## src/rtl/motion_axis_detect.sv

```systemverilog
// motion_axis_detect
//   Multi-axis movement detector for the accelerometer path. Each signed axis
//   sample is converted to a magnitude and qualified against THRESH through a
//   per-axis IDLE/PEND/HELD debounce FSM. The block reports the held direction
//   of every axis, a global movement flag, the dominant held axis, a pulse when
//   movement toggles, and a rescan pulse that requests the next sensor read.
//
//   Build option: define MOTION_HYST_EN so that a held axis releases at
//   THRESH-HYST. Without it, the assert and release thresholds are both THRESH.
//
// Ports
//   clk           system clock
//   reset         synchronous active-high reset
//   sample_tick   sampling strobe from the timebase
//   completed     the sensor reader has a fresh sample set
//   samples       packed signed samples; axis i at [i*DATA_W +: DATA_W]
//   rescan        one-cycle pulse per accepted sample set
//   axis_dir      axis i: bit 2i = held positive, bit 2i+1 = held negative
//   movement      OR of all held axes
//   dom_axis      held axis with the largest magnitude (0 when no movement)
//   move_changed  one-cycle pulse when movement toggles
module motion_axis_detect #(
  parameter int DATA_W   = 8,
  parameter int NUM_AXES = 3,
  parameter int THRESH   = 80,
  parameter int HYST     = 16,
  parameter int DEBOUNCE = 2,
  localparam int DOM_W   = (NUM_AXES > 1) ? $clog2(NUM_AXES) : 1
) (
  input  logic                         clk,
  input  logic                         reset,
  input  logic                         sample_tick,
  input  logic                         completed,
  input  logic [NUM_AXES*DATA_W-1:0]   samples,
  output logic                         rescan,
  output logic [2*NUM_AXES-1:0]        axis_dir,
  output logic                         movement,
  output logic [DOM_W-1:0]             dom_axis,
  output logic                         move_changed
);

  typedef enum logic [1:0] {
    IDLE = 2'd0,
    PEND = 2'd1,
    HELD = 2'd2
  } axis_state_t;

`ifdef MOTION_HYST_EN
  localparam int RELEASE = THRESH - HYST;
`else
  localparam int RELEASE = THRESH;
`endif

  logic accept;
  assign accept = sample_tick && completed;

  axis_state_t         state_q [NUM_AXES];
  axis_state_t         state_d [NUM_AXES];
  logic [3:0]          cnt_q   [NUM_AXES];
  logic [3:0]          cnt_d   [NUM_AXES];
  logic                sign_q  [NUM_AXES];
  logic                sign_d  [NUM_AXES];
  logic [DATA_W-1:0]   mag     [NUM_AXES];

  logic [2*NUM_AXES-1:0] dir_d;
  logic                  movement_d;
  logic [DOM_W-1:0]      dom_d;

  // Per-axis magnitude and next-state logic.
  always_comb begin
    for (int i = 0; i < NUM_AXES; i++) begin
      logic [DATA_W-1:0] smp;
      logic              s_neg;
      logic              over;
      logic              above_rel;
      logic [3:0]        cnt_inc;
      // NOTE: every combinational output gets a default before any branch so
      // no path leaves it unassigned and no latch is inferred.
      state_d[i] = state_q[i];
      cnt_d[i]   = cnt_q[i];
      sign_d[i]  = sign_q[i];

      smp   = samples[i*DATA_W +: DATA_W];
      s_neg = smp[DATA_W-1];
      // Negation in DATA_W bits maps the most negative value onto 2^(DATA_W-1).
      mag[i]    = s_neg ? (DATA_W'(0) - smp) : smp;
      over      = 32'(mag[i]) > 32'(THRESH);
      above_rel = 32'(mag[i]) > 32'(RELEASE);
      cnt_inc   = (cnt_q[i] == 4'd15) ? 4'd15 : cnt_q[i] + 4'd1;

      if (accept) begin
        unique case (state_q[i])
          IDLE: begin
            if (over) begin
              sign_d[i]  = s_neg;
              cnt_d[i]   = 4'd1;
              state_d[i] = (DEBOUNCE == 1) ? HELD : PEND;
            end
          end
          PEND: begin
            if (over && (s_neg == sign_q[i])) begin
              cnt_d[i] = cnt_inc;
              if (32'(cnt_inc) >= 32'(DEBOUNCE)) state_d[i] = HELD;
            end else if (over) begin
              cnt_d[i]  = 4'd1;
              sign_d[i] = s_neg;
            end else begin
              state_d[i] = IDLE;
              cnt_d[i]   = 4'd0;
            end
          end
          HELD: begin
            if (above_rel && (s_neg == sign_q[i])) begin
              state_d[i] = HELD;
            end else if (over && (s_neg != sign_q[i])) begin
              state_d[i] = PEND;
              cnt_d[i]   = 4'd1;
              sign_d[i]  = s_neg;
            end else begin
              state_d[i] = IDLE;
              cnt_d[i]   = 4'd0;
            end
          end
          default: begin
            state_d[i] = IDLE;
            cnt_d[i]   = 4'd0;
          end
        endcase
      end
    end
  end

  // Output values derived from the next state, registered on accept.
  always_comb begin
    logic              found;
    logic [DATA_W-1:0] best_mag;
    dir_d      = '0;
    movement_d = 1'b0;
    dom_d      = '0;
    found      = 1'b0;
    best_mag   = '0;
    for (int i = 0; i < NUM_AXES; i++) begin
      if (state_d[i] == HELD) begin
        dir_d[2*i]   = !sign_d[i];
        dir_d[2*i+1] = sign_d[i];
        movement_d   = 1'b1;
        // Strict compare keeps the lowest index on ties.
        if (!found || (mag[i] > best_mag)) begin
          found    = 1'b1;
          best_mag = mag[i];
          dom_d    = DOM_W'(i);
        end
      end
    end
  end

  always_ff @(posedge clk) begin
    // NOTE: state registers use non-blocking assignments so every flop samples
    // the pre-edge values regardless of statement order.
    if (reset) begin
      // NOTE: the per-axis state arrays are flop-based and must start IDLE
      // with a zero count, so they are reset like any other register.
      for (int i = 0; i < NUM_AXES; i++) begin
        state_q[i] <= IDLE;
        cnt_q[i]   <= 4'd0;
        sign_q[i]  <= 1'b0;
      end
      rescan       <= 1'b0;
      axis_dir     <= '0;
      movement     <= 1'b0;
      dom_axis     <= '0;
      move_changed <= 1'b0;
    end else begin
      rescan       <= accept;
      move_changed <= 1'b0;
      if (accept) begin
        for (int i = 0; i < NUM_AXES; i++) begin
          state_q[i] <= state_d[i];
          cnt_q[i]   <= cnt_d[i];
          sign_q[i]  <= sign_d[i];
        end
        axis_dir     <= dir_d;
        movement     <= movement_d;
        dom_axis     <= dom_d;
        move_changed <= (movement_d != movement);
      end
    end
  end

endmodule

```

## config.mk

```make
export PLATFORM = sky130hd
export DESIGN_NAME = motion_axis_detect
export DESIGN_NICKNAME = d
export VERILOG_FILES = /design/src/rtl/motion_axis_detect.sv
export SDC_FILE = /design/constraint.sdc
export NUM_CORES = 1
export LEC_CHECK = 0
export BUFFER_PORTS_ARGS = -buffer_cell sky130_fd_sc_hd__buf_2
export CORE_MARGIN = 1.5
export CORE_UTILIZATION = 30
export DETAILED_ROUTE_END_ITERATION = 8
export HOLD_SLACK_MARGIN = 0.05
export SYNTH_ARGS = -nofsm -noshare
export SYNTH_HDL_FRONTEND = slang
export SYNTH_SLANG_ARGS = --single-unit
```

## constraint.sdc

```tcl
create_clock -name clk -period 11.1 [get_ports clk]
set_clock_uncertainty 0.2 [all_clocks]
set_input_delay 1.665 -clock clk [delete_from_list [all_inputs] [get_ports clk]]
set_output_delay 1.665 -clock clk [all_outputs]
set_load 0.02 [all_outputs]
```

==> results.json, run 1 <==
{
  "status": "finished, final reports clean",
  "syn-num-nets": 422,
  "synthTopCellsByArea": "edfxtp_1 20%, ha_1 10%, dfxtp_1 7.0%",
  "synth_top_area_cell": "edfxtp_1",
  "synth_ff_type": "edfxtp_1",
  "highest_layer": "met4",
  "pwr-share-comb_pct": 31.8,
  "synth_edf_count": 21,
  "power.share.sequential_pct": 41.1,
  "critical_path_buf_inv_count": 2,
  "grt_use_total_pct": 14.7,
  "overflow": 0,
  "path_clk_slew_ns": 0.07,
  "drt-wirelength-per-cell_microns": 14.5,
  "netlist_top_cells_count": "30 x nand2_1, 27 x nor2_1, 25 x ha_1",
  "synthArstFlopShare_pct": 0,
  "arrival_ns": 6.54,
  "power_frac_clock_pct": 27.1,
  "avgSynthCellArea_sq_um": 8.48,
  "cp_slowest_cell": "and3_1",
  "drcViolationCount": 0,
  "max_freq_mhz": 152,
  "path_max_fanout": 13,
  "placeableCoreArea_sq_mm": 0.0102,
  "start_util_pct": 30.6,
  "cts_setup_buffers": 0,
  "grt_pass1_wl_mm": 13.1,
  "power_density_mw_per_mm2": 97.6,
  "synth.distinct_cells": 68,
  "p_int_mw": 0.228,
  "clock_sinks": 32,
  "rsz0062_at_grt": "no",
  "dp_hpwl_mm": 6.15,
  "finalMaxSlewViolations": 0,
  "path_class": "in -> reg",
  "drive_gt1_share_pct": 16.2,
  "postCtsHoldBufs": 0,
  "route.met2.wl_mm": 3.61,
  "firstDrtPassIters": 4,
  "place_area_sq_mm": 0.00344,
  "hp-class": "reg -> reg",
  "areaGrowthSynthToFinish_pct": 12.8,
  "netSwitchingPower_mw": 0.116,
  "die_x_microns": 105,
  "crit_path_start_kind": "primary input",
  "finalSetupViolations": 0,
  "wirelength_mm": 7.79,
  "route.met3.wl_microns": 386,
  "finalHoldViolCount": 0,
  "final_nets": 454,
  "wl_met1_mm": 3.67,
  "yosys_warnings": 0,
  "clock_latency_ns": 0.29,
  "drt_iter0_drc": 174,
  "post-route-period-util_pct": 59.1,
  "period_needed_ns": 6.56,
  "syn_area_sq_mm": 0.00313,
  "synth_top_area_share_pct": 20.1,
  "end_kind": "flip-flop",
  "tritoncts": "built",
  "ir_worst_vdd_v": 0.0000416,
  "synth-seq-cells": 32,
  "grt_pass1_vias": 2712,
  "die_height_microns": 105,
  "fin_tns_setup_ns": 0,
  "cp_slowest_stage_delay_ns": 0.47,
  "diodes": 0,
  "power_leakage_nw": 1.39,
  "cap_violations": 0,
  "viasPerCell": 5.31,
  "sw_frac_of_total_pct": 33.7,
  "grt_max_degree": 17,
  "final_util_pct": 34.5,
  "clk_path_buf_depth": 2,
  "worst_slew_pin_slew_ns": 0.589,
  "ios": 39,
  "cp_top_family": "compound AO/OA/AOI/OAI gates",
  "place.gp.congestion": 0.884,
  "htreeDepth": 2,
  "cts-root-buf": "clkbuf_8",
  "slew_headroom_pct": 60.2,
  "dieArea_sq_mm": 0.0111,
  "antenna_found_initial": 0,
  "rows": 37,
  "num_vias": 2855,
  "drtAntennaViolNets": 0,
  "cts_resized": 0,
  "synthCells": 369,
  "synthMostInstantiatedCell": "nand2_1",
  "portBuffers": 38,
  "synth_seq_area_share_pct": 27.2,
  "final_cell_area_sq_mm": 0.00353,
  "critPathRequiredTime_ns": 11.08,
  "numCtsBuffers": 5
}
## path summary, 6_finish.rpt
path                                           startpoint                       end  slack [ns]  cells after the start
worst max register to register  cnt_q[0][0]$_SDFFCE_PN0P_  dom_axis[1]$_SDFFE_PP0P_        5.34                     23
worst min-delay path             axis_dir[3]$_SDFFE_PP0P_  axis_dir[3]$_SDFFE_PP0P_        0.26                      2
worst max-delay path                           samples[0]  dom_axis[1]$_SDFFE_PP0P_        4.54                     25
worst min register to register   axis_dir[3]$_SDFFE_PP0P_  axis_dir[3]$_SDFFE_PP0P_        0.26                      2
## logic make-up (layout without fill, tap and decap cells)
logic type	after synthesis	count (layout)	share of synthesized area [%]
muxes	7	7	2.36
DFF	32	32	27.2
and+or+nand+nor	132	132	22.5
adders and majority gates	25	25	9.99
buffers and inverters	34	67	4.32
AOI/OAI and AO/OA	120	120	28.3
xor gates and xnor gates	19	19	5.32
## registers in the layout, indices dropped and copies added, names as in the netlist
name,count
axis_dir,6
sign_q,3
cnt_q,12
dom_axis,2
rescan,1
state_q,6
movement,1
move_changed,1
## cells in the final DEF, fill, tap and decap left out, types with 8 or more instances in the layout
cell type,netlist,layout
a21oi_1,19,19
ha_1,25,25
nand2b_1,13,13
o211ai_1,8,8
buf_2,6,38
nor2_1,27,27
o21ai_0,20,20
edfxtp_1,21,21
dfxtp_1,11,11
nand3_1,9,9
nand2_1,30,30
inv_1,19,19
nor3_1,9,9
xnor2_1,17,17
## final cells by class
class                           count  area, sq um
Clock inverter                      2         10.0
Timing Repair Buffer               39          198
Sequential cell                    32          851
Multi-Input combinational cell    303         2140
Fill cell                        1056         6700
Inverter                           20         75.1
Tap cell                          136          170
Clock buffer                        6         82.6
## layer usage
| layer | track usage, % | vias up |
|---|---|---|
| met5 | 0 | - |
| met4 | 4.21 | 0 |
| met3 | 2.00 | 12 |
| met2 | 24.3 | 71 |
| met1 | 19.8 | 1326 |
| li1 | - | 1446 |
## metrics by stage
step | cells | hold WS [ns] | setup WS (ns) | power [mW]
2_1_floorplan | 369 | 0.337 | 4.93 | 0.223
3_3_place_gp | 530 | 0.246 | 4.41 | 0.250
3_5_place_dp | 530 | 0.263 | 4.32 | 0.253
4_1_cts | 538 | 0.274 | 4.59 | 0.347
5_1_grt | 538 | 0.293 | 3.92 | 0.369
6_report | 538 | 0.265 | 4.54 | 0.344
## power groups by stage
stage	logic [mW]	registers (mW)	clock network, mW
after floorplan	0.0804	0.143	0
after global routing	0.124	0.143	0.102
after CTS	0.110	0.142	0.0958
after global placement	0.107	0.144	0
final	0.110	0.142	0.0932
after detailed placement	0.109	0.144	0
## worst reg2reg max path, stage by stage (launching register included)
cell and delay (ns):
edfxtp_1 0.45, ha_1 0.27, nand3b_1 0.08, o21ai_0 0.11
and4b_1 0.26, o41ai_1 0.60, and3_1 0.55, nand2_1 0.12
ha_1 0.32, nor2b_1 0.14, o21a_1 0.16, o21ai_0 0.14
a21oi_1 0.08, o21ai_1 0.46, a21oi_2 0.21, a21boi_0 0.22
ha_1 0.26, nor2b_1 0.13, o21a_1 0.16, o21a_1 0.16
o21ai_0 0.14, a21oi_1 0.10, a21o_1 0.16, a22o_1 0.17
No activity file was read; power rests on OpenSTA's default activity.
==> inputs of run 2 (changes only) <==
- ABC_AREA: default -> 1
- clock period: 11.1 -> 6.5 ns (I/O delays scaled with it)
==> results.json, run 2 <==
{
  "power_density_mw_per_mm2": 165,
  "dp_hpwl_mm": 6.04,
  "synthCells": 463,
  "placeableCoreArea_sq_mm": 0.0102,
  "start_util_pct": 30.6,
  "portBuffers": 38,
  "hp-class": "reg -> reg",
  "cts-root-buf": "clkbuf_8",
  "postCtsHoldBufs": 0,
  "fin_tns_setup_ns": 0,
  "cp_slowest_stage_delay_ns": 0.33,
  "drcViolationCount": 0,
  "crit_path_start_kind": "primary input",
  "drive_gt1_share_pct": 16.3,
  "synth.distinct_cells": 46,
  "overflow": 0,
  "die_height_microns": 105,
  "synth_top_area_cell": "edfxtp_1",
  "critPathRequiredTime_ns": 6.49,
  "yosys_warnings": 0,
  "avgSynthCellArea_sq_um": 6.72,
  "grt_pass1_vias": 2927,
  "largest_reg_flops": 12,
  "pre_cts_slack_ns": 0.930,
  "dieArea_sq_mm": 0.0110,
  "top_register": "cnt_q",
  "grt_pass1_wl_mm": 12.8,
  "fin_hold_ws_ns": 0.257,
  "synthTopCellsByArea": "edfxtp_1 20%, nand2_1 14%, ha_1 10%",
  "cap_violations": 0,
  "finalWorstSetupSlack_ns": 1.22,
  "drtAntennaViolNets": 0,
  "synth-seq-cells": 32,
  "num_vias": 3084,
  "syn-num-nets": 516,
  "synth_edf_count": 21,
  "areaGrowthSynthToFinish_pct": 13.9,
  "arrival_ns": 5.27,
  "numCtsBuffers": 5,
  "wirelength_mm": 7.42,
  "critical_path_buf_inv_count": 6,
  "path_clk_slew_ns": 0.07,
  "finalSetupViolations": 0,
  "cts_setup_buffers": 0,
  "clock_latency_ns": 0.29,
  "ir_worst_vdd_v": 0.0000656,
  "synthArstFlopShare_pct": 0,
  "finalHoldViolCount": 0,
  "cp_top_family": "simple AND/OR/NAND/NOR gates",
  "final_cell_mix": "120 x nand2_1, 68 x inv_1, 50 x nor2_1",
  "path_max_fanout": 17,
  "ios": 39,
  "cp_slowest_cell": "ha_1",
  "grt_use_total_pct": 14.1,
  "finalMaxSlewViolations": 0,
  "htreeDepth": 2,
  "drt-wirelength-per-cell_microns": 11.6,
  "syn_area_sq_mm": 0.00311,
  "synth_top_area_share_pct": 20.3,
  "final_common_cell": "nand2_1",
  "post-route-period-util_pct": 81.2,
  "final_nets": 556,
  "rsz0062_at_grt": "no",
  "end_kind": "flip-flop",
  "power_leakage_nw": 1.74,
  "netlist_top_cells_count": "120 x nand2_1, 68 x inv_1, 50 x nor2_1",
  "tritoncts": "built",
  "crit_path_frequent_cell": "nand2_1",
  "rows": 37,
  "period_needed_ns": 5.28,
  "max_freq_mhz": 189,
  "worst_slew_pin_slew_ns": 0.832,
  "reg.largest.list": "cnt_q: 12 flops, axis_dir: 6 flops, state_q: 6 flops",
  "antenna_found_initial": 0,
  "viasPerCell": 4.82,
  "firstDrtPassIters": 4,
  "path_class": "in -> reg",
  "synthMostInstantiatedCell": "nand2_1",
  "slew_headroom_pct": 44.3,
  "clock_sinks": 32,
  "clk_path_buf_depth": 2,
  "synth_ff_type": "edfxtp_1",
  "grt_max_degree": 18,
  "die_x_microns": 105,
  "synth_seq_area_share_pct": 27.3,
  "cts_resized": 0,
  "diodes": 0,
  "drt_iter0_drc": 154,
  "place.gp.congestion": 0.846,
  "status": "finished, final reports clean"
}
[run 2: path summary, 6_finish.rpt]
path / startpoint / endpoint / slack (ns) / cells past startpoint
worst max register to register: cnt_q[0][0]$_SDFFCE_PN0P_ / dom_axis[0]$_SDFFE_PP0P_ / 1.77 / 30
worst min-delay path: axis_dir[2]$_SDFFE_PP0P_ / axis_dir[2]$_SDFFE_PP0P_ / 0.26 / 2
worst max-delay path: samples[0] / dom_axis[0]$_SDFFE_PP0P_ / 1.22 / 37
worst min register to register: axis_dir[2]$_SDFFE_PP0P_ / axis_dir[2]$_SDFFE_PP0P_ / 0.26 / 2
[run 2: layout make-up]
cell class	count	area, sq um
clock buffer	7	97.6
inverter	72	270
fill	1142	6640
timing repair buffer	39	198
tap	136	170
multi-input combinational	353	1950
clock inverter	1	5.00
sequential	32	851
[run 2: layer usage]
metal / wire, microns / global-route usage [%] / share of wire (%)
met1: 3470 / 17.5 / 47
met2: 3600 / 24.9 / 49
met3: 220 / 1.37 / 3.0
met4: 128 / 5.38 / 1.7
met5: 0 / 0 / 0
[run 2: kinds of logic (layout without fill, tap and decap cells)]
logic type	after synthesis	in the layout	share of synthesized area, %
buf+inv	78	119	9.89
flops	32	32	27.3
simple gates	262	262	38.3
mux	1	1	0.322
fa+ha+maj	25	25	10.0
compound gates	57	57	11.4
xor+xnor	8	8	2.73
[run 2: worst reg2reg max path: cells and delay by family (launching register included)]
family | cells | cell delay (ns)
AO/OA/AOI/OAI | 9 | 1.22
XOR/XNOR | 1 | 0.14
adder cells (fa/ha/maj) | 3 | 0.89
buffers and inverters | 3 | 0.18
flip-flops | 1 | 0.44
AND/OR/NAND/NOR | 14 | 1.56
[run 2: power breakdown]
part           switching [mW]  internal, mW  leakage (nW)
Sequential            0.00862         0.227         0.312
Combinational           0.113        0.0636          1.38
Clock                  0.0746        0.0982        0.0534
[run 2: metrics by stage]
step           util (%)  instance area (sq um)  std cells  power (mW)
6_report           34.8                   3550        640       0.585
3_5_place_dp       33.8                   3440        632       0.417
3_3_place_gp       33.8                   3440        632       0.410
4_1_cts            34.8                   3550        640       0.592
2_1_floorplan         -                   3110        463       0.371
5_1_grt            34.8                   3550        640       0.625
